## src/rtl/pe_wdb_pkg.sv

```systemverilog
// Shared parameter defaults and mode encoding for the weight/output-stationary PE.
package pe_wdb_pkg;

    localparam int DATA_W_DEF   = 8;
    localparam int PSUM_W_DEF   = 24;
    localparam int ROW_ID_W_DEF = 4;
    localparam int ADDR_W_DEF   = 9;
    localparam int VALID_W_DEF  = 1;
    localparam int SAT_EN_DEF   = 1;

    typedef enum logic {
        MODE_WS = 1'b0,
        MODE_OS = 1'b1
    } pe_mode_e;

endpackage

```

## src/rtl/pe_sat_add.sv

```systemverilog
// Combinational PSUM_W-bit signed adder with one guard bit; clamps or wraps on overflow.
module pe_sat_add #(
    parameter int PSUM_W = 24,
    parameter bit SAT_EN = 1'b1
) (
    input  logic signed [PSUM_W-1:0] a,
    input  logic signed [PSUM_W-1:0] b,
    output logic signed [PSUM_W-1:0] sum,
    output logic                     ovf
);

    localparam logic [PSUM_W-1:0] SUM_MAX = {1'b0, {(PSUM_W-1){1'b1}}};
    localparam logic [PSUM_W-1:0] SUM_MIN = {1'b1, {(PSUM_W-1){1'b0}}};

    logic [PSUM_W:0] w_full;

    assign w_full = {a[PSUM_W-1], a} + {b[PSUM_W-1], b};
    // The guard bit disagreeing with the sign bit is exactly the out-of-range case.
    assign ovf    = w_full[PSUM_W] ^ w_full[PSUM_W-1];

    // NOTE: assign sum unconditionally first so no path through this block infers a latch.
    always_comb begin
        sum = w_full[PSUM_W-1:0];
        if (SAT_EN && ovf) begin
            sum = w_full[PSUM_W] ? SUM_MIN : SUM_MAX;
        end
    end

endmodule

```

## src/rtl/pe_wdb.sv

```systemverilog
// Systolic PE with double-buffered weight: WS adds the product to the incoming psum,
// OS accumulates locally and drains onto the psum chain.
module pe_wdb
    import pe_wdb_pkg::*;
#(
    parameter int DATA_W   = DATA_W_DEF,
    parameter int PSUM_W   = PSUM_W_DEF,
    parameter int ROW_ID_W = ROW_ID_W_DEF,
    parameter int ADDR_W   = ADDR_W_DEF,
    parameter int VALID_W  = VALID_W_DEF,
    parameter int SAT_EN   = SAT_EN_DEF
) (
    input  logic                       CLK,
    input  logic                       RST,
    input  logic        [ROW_ID_W-1:0] Row_ID,
    input  logic signed [DATA_W-1:0]   Data_I_In,
    output logic signed [DATA_W-1:0]   Data_I_Out,
    input  logic signed [DATA_W-1:0]   Data_W_In,
    output logic signed [DATA_W-1:0]   Data_W_Out,
    input  logic                       EN_W_In,
    output logic                       EN_W_Out,
    input  logic                       Clr_W_In,
    output logic                       Clr_W_Out,
    input  logic                       Swap_In,
    output logic                       Swap_Out,
    input  logic        [ROW_ID_W-1:0] EN_ID_In,
    output logic        [ROW_ID_W-1:0] EN_ID_Out,
    input  logic                       Mode_In,
    output logic                       Mode_Out,
    input  logic                       Drain_In,
    output logic                       Drain_Out,
    input  logic signed [PSUM_W-1:0]   Psum_In,
    output logic signed [PSUM_W-1:0]   Psum_Out,
    input  logic        [ADDR_W-1:0]   Addr_P_In,
    output logic        [ADDR_W-1:0]   Addr_P_Out,
    input  logic        [VALID_W-1:0]  Valid_P_In,
    output logic        [VALID_W-1:0]  Valid_P_Out,
    output logic                       Ovf_Out
);

    logic signed [DATA_W-1:0]   r_w_sh;
    logic signed [DATA_W-1:0]   r_w_act;
    logic signed [PSUM_W-1:0]   r_acc;

    logic                       w_sel;
    logic                       w_valid;
    pe_mode_e                   w_mode;
    logic signed [2*DATA_W-1:0] w_prod;
    logic signed [PSUM_W-1:0]   w_prod_ext;
    logic signed [PSUM_W-1:0]   w_ws_sum;
    logic                       w_ws_ovf;
    logic signed [PSUM_W-1:0]   w_os_sum;
    logic                       w_os_ovf;

    assign w_sel      = (EN_ID_In == Row_ID);
    assign w_valid    = Valid_P_In[0];
    assign w_mode     = pe_mode_e'(Mode_In);
    assign w_prod     = Data_I_In * r_w_act;
    assign w_prod_ext = PSUM_W'(w_prod);

    pe_sat_add #(
        .PSUM_W (PSUM_W),
        .SAT_EN (SAT_EN != 0)
    ) u_ws_add (
        .a   (Psum_In),
        .b   (w_prod_ext),
        .sum (w_ws_sum),
        .ovf (w_ws_ovf)
    );

    pe_sat_add #(
        .PSUM_W (PSUM_W),
        .SAT_EN (SAT_EN != 0)
    ) u_os_add (
        .a   (r_acc),
        .b   (w_prod_ext),
        .sum (w_os_sum),
        .ovf (w_os_ovf)
    );

    // NOTE: sequential state uses non-blocking assignments so every register samples pre-edge values.
    always_ff @(posedge CLK) begin
        if (RST) begin
            Data_I_Out  <= '0;
            Data_W_Out  <= '0;
            EN_W_Out    <= 1'b0;
            Clr_W_Out   <= 1'b0;
            Swap_Out    <= 1'b0;
            EN_ID_Out   <= '0;
            Mode_Out    <= 1'b0;
            Drain_Out   <= 1'b0;
            Addr_P_Out  <= '0;
            Valid_P_Out <= '0;
            Psum_Out    <= '0;
            Ovf_Out     <= 1'b0;
            r_w_sh      <= '0;
            r_w_act     <= '0;
            r_acc       <= '0;
        end else begin
            Data_I_Out  <= Data_I_In;
            Data_W_Out  <= Data_W_In;
            EN_W_Out    <= EN_W_In;
            Clr_W_Out   <= Clr_W_In;
            Swap_Out    <= Swap_In;
            EN_ID_Out   <= EN_ID_In;
            Mode_Out    <= Mode_In;
            Drain_Out   <= Drain_In;
            Addr_P_Out  <= Addr_P_In;
            Valid_P_Out <= Valid_P_In;

            if (w_sel && EN_W_In) begin
                r_w_sh <= Data_W_In;
            end else if (w_sel && Clr_W_In) begin
                r_w_sh <= '0;
            end
            // Swap picks up the shadow value from before any same-cycle load.
            if (Swap_In) begin
                r_w_act <= r_w_sh;
            end

            if (w_mode == MODE_OS) begin
                if (Drain_In) begin
                    Psum_Out <= r_acc;
                    Ovf_Out  <= 1'b0;
                    r_acc    <= w_valid ? w_prod_ext : '0;
                end else begin
                    Psum_Out <= Psum_In;
                    Ovf_Out  <= w_valid & w_os_ovf;
                    if (w_valid) begin
                        r_acc <= w_os_sum;
                    end
                end
            end else begin
                Psum_Out <= w_ws_sum;
                Ovf_Out  <= w_ws_ovf;
            end
        end
    end

endmodule

```

## config.mk

```make
export PLATFORM = sky130hd
export DESIGN_NAME = pe_wdb
export DESIGN_NICKNAME = d
export VERILOG_FILES = /design/src/rtl/pe_wdb_pkg.sv /design/src/rtl/pe_sat_add.sv /design/src/rtl/pe_wdb.sv
export SDC_FILE = /design/constraint.sdc
export NUM_CORES = 1
export LEC_CHECK = 0
export BUFFER_PORTS_ARGS = -buffer_cell sky130_fd_sc_hd__buf_2
export CAP_MARGIN = 20
export CELL_PAD_IN_SITES_DETAIL_PLACEMENT = 1
export CELL_PAD_IN_SITES_GLOBAL_PLACEMENT = 2
export CORE_MARGIN = 3
export CORE_UTILIZATION = 39
export CTS_CLUSTER_SIZE = 25
export DETAILED_ROUTE_END_ITERATION = 6
export PLACE_DENSITY_LB_ADDON = 0.1
export SKIP_LAST_GASP = 1
export SYNTH_ARGS = -nofsm -noshare
export SYNTH_HDL_FRONTEND = slang
export SYNTH_SLANG_ARGS = --single-unit
```

## constraint.sdc

```tcl
create_clock -name CLK -period 13.6 [get_ports CLK]
set_input_delay 1.36 -clock CLK [delete_from_list [all_inputs] [get_ports CLK]]
set_output_delay 1.36 -clock CLK [all_outputs]
set_load 0.02 [all_outputs]
```

==> impl_metrics.yaml <==
placed_design:
  postPlaceCellArea_um2: 10100
  place.gp.congestion: 0.844
  hpwl_mm: 22.7
  port_buffers: 124
  place_inst: 1440
synth:
  synth_enable_flop_cells: 0
  ys_async_sr_fraction: 0
  synth.most_common_cell: "inv_1"
  synth_top_cells_by_count: "inv_1, dfxtp_1, ha_1"
  synth_area_um2: 9200
  synth.area.top_cells: "dfxtp_1, fa_1, ha_1, inv_1, mux2i_1"
  synth.top_cell.area_share: 0.218
  syn_avg_cell_area_um2: 8.88
  synth_cells: 1036
  yosys_register_bits: 100
  yosysTopAreaCell: "dfxtp_1"
  yosys_warnings: 0
  yosysUniqueCellTypes: 83
  synth_nets: 1235
  ys.flop_type: "dfxtp_1"
  yosysSeqAreaShare: 0.218
floorplanning:
  rows: 55
  ios: 125
  coreArea_um2: 22900
  die_height_um: 160
  initial_utilization: 0.401
  dieArea_um2: 25500
  die_x_um: 160
grt:
  grt_pass1_wl_mm: 46.5
  grt_use_total: 0.225
  overflow: 0
  grt_pass1_vias: 8319
  grt_max_degree: 48
  antenna_found_initial: 0
sta:
  skew_ps: 9.68
  finalSetupTns_ps: 0
  worst_pin_slew_ps: 1090
  fin_crit_sh: 0.607
  slew_headroom: 0.277
  finalSetupViolCount: 0
  fmax_mhz: 121
  min_period_ps: 8250
  rsz0062_at_grt: "false"
  finalHoldViolations: 0
  drv_slew: 0
power:
  combPwrFrac: 0.238
  p_int_w: 0.000530
  swShare: 0.337
  power_w: 0.000800
  p_clk_frac: 0.358
  power_density_nw_per_um2: 76.9
  power_switching_w: 0.000270
  seq_power_share: 0.404
  ir_drop_mv: 0.0460
  p_leak_nw: 4.84
clocking:
  cts_tree: "done"
  clock_sinks: 100
  cts_buffers: 9
  clk_latency_ps: 360
  ctsResizeCount: 0
  holdBufCountCts: 0
  post_cts_buffers: 0
  cts.path.max_buffers: 2
  cts-root-buf: "clkbuf_16"
  clk_pin_slew_ps: 80
  ctsHtreeMaxLevel: 3
critical_path:
  cp-end-kind: "register"
  arrival_ps: 8450
  start_kind: "input pin"
  critPathMaxFanout: 19
  rrSetupSlack_ps: 6010
  worstSetupPathType: "in2reg"
  crit_required_ps: 13800
cells_and_area:
  instances_no_fill: 1456
  final_layout_size_suffix_gt1_frac: 0.167
  fill_cells: 2758
  multi_input_area_um2: 6630
  ff_latch_area_um2: 2000
  fin_nets: 1337
  stdcell_area_um2: 10400
  num_antenna_cells: 0
  areaGrowthSynthToFinish_pct: 13.0
drt:
  ant_nets: 0
  routed_wl_mm: 28.4
  drt-vias-per-instance: 5.52
  dr.pass1.iters: 4
  first_iter_violations: 353
  dr_total_vias: 8040
  drc: 0
  avgRoutedWirePerCell_um: 19.5
run:
  drv_cap: 0
worst_hold_path:
  hold_class: "reg2reg"
run_status:
  status: "finished, final reports clean"
==> worst max-delay path, stage by stage <==
cell and delay, ps:
buf_2 150, and2_1 190, fa_1 530, inv_1 60, fa_1 530, inv_1 50, fa_1 470, inv_1 50
fa_1 470, inv_1 40, ha_1 290, o21ai_0 110, o21ai_0 320, a31oi_1 160, a21oi_1 250, xnor2_2 140
buf_4 290, ha_1 370, and3_1 250, and2_1 160, a221oi_1 440, nand2_1 90, o31ai_1 390, a311oi_4 140
buf_4 260, a21oi_4 660, a221oi_1 200
==> layout make-up <==
cell class                 count  share of cell area
clock buffer                   9              0.0217
sequential                   100               0.193
multi-input combinational    796               0.638
clock inverter                 7             0.00891
inverter                     101              0.0365
timing repair buffer         130              0.0643
tap                          313              0.0377
==> cells in the final DEF, fill, tap and decap left out, drive strengths merged, types with 3 or more instances in the layout <==
cell type  synthesis  final
nand2b             9      9
xnor2             32     32
or2                3      3
nor3              17     17
inv              101    104
nand3             13     13
dfxtp            100    100
buf               15    130
nor2b             48     48
nand2             61     61
a21oi             49     49
clkinv             0      3
clkbuf            24      9
a311oi            10     10
o21ai             58     58
or3                6      6
and3               9      9
a2111oi            6      6
xor2              19     19
a21o              20     20
o22ai              6      6
nor2              65     65
a211oi            19     19
fa                57     57
ha                77     77
and2              49     49
a32o               9      9
nand4              4      4
a211o              7      7
mux2               3      3
o21a               7      7
o211ai            13     13
o31ai              3      3
a221oi            21     21
a31oi             11     11
o2111ai            4      4
a21boi             4      4
o21bai            12     12
mux2i             33     33
==> per-layer routing <==
layer,track usage,part of all wire,up-vias,wire length (µm)
li1,-,-,3879,-
met1,0.333,0.50,3979,14300
met2,0.351,0.44,162,12500
met3,0.0346,0.047,20,1330
met4,0.0342,0.0087,0,246
met5,0,0,-,0
==> metrics by stage <==
step | utilization | hold slack [ps] | worst slack, ps
global placement | 0.440 | 456 | 5130
finish | 0.453 | 477 | 5350
floorplan | - | 442 | 5450
CTS | 0.453 | 485 | 5360
global route | 0.453 | 511 | 4790
detailed placement | 0.440 | 465 | 5000
==> flip-flops by register name, summed over array words and instances, names as in the netlist <==
| signal | flops |
|---|---|
| Clr_W_Out | 1 |
| Data_I_Out | 8 |
| Valid_P_Out | 1 |
| Ovf_Out | 1 |
| r_w_act | 8 |
| Addr_P_Out | 9 |
| EN_W_Out | 1 |
| Data_W_Out | 8 |
| r_acc | 24 |
| Mode_Out | 1 |
| EN_ID_Out | 4 |
| Psum_Out | 24 |
| r_w_sh | 8 |
| Swap_Out | 1 |
| Drain_Out | 1 |
==> final timing paths <==
path                                    from          end  cells after the start
worst max register to register    r_w_act[2]  Psum_Out[3]                     26
worst min-delay path               r_w_sh[6]    r_w_sh[6]                      1
worst max-delay path            Data_I_In[5]  Psum_Out[3]                     27
worst min register to register     r_w_sh[6]    r_w_sh[6]                      1
==> cells by family (layout without fill, tap and decap cells) <==
family / after synthesis / in the layout / synth area share
DFF: 100 / 100 / 0.218
muxes: 36 / 36 / 0.0396
xor gates and xnor gates: 51 / 51 / 0.0486
and+or+nand+nor: 297 / 297 / 0.171
adders and majority gates: 135 / 135 / 0.230
buffers and inverters: 140 / 247 / 0.0619
AOI/OAI and AO/OA: 277 / 277 / 0.231
==> power groups by stage <==
| stage | clock (W) | combinational [W] | sequential (W) |
|---|---|---|---|
| floorplan | 0 | 0.000116 | 0.000341 |
| global placement | 0 | 0.000188 | 0.000330 |
| detailed placement | 0 | 0.000190 | 0.000330 |
| CTS | 0.000293 | 0.000191 | 0.000323 |
| global route | 0.000307 | 0.000210 | 0.000325 |
| finish | 0.000286 | 0.000190 | 0.000323 |
No activity file was read; power rests on OpenSTA's default activity.
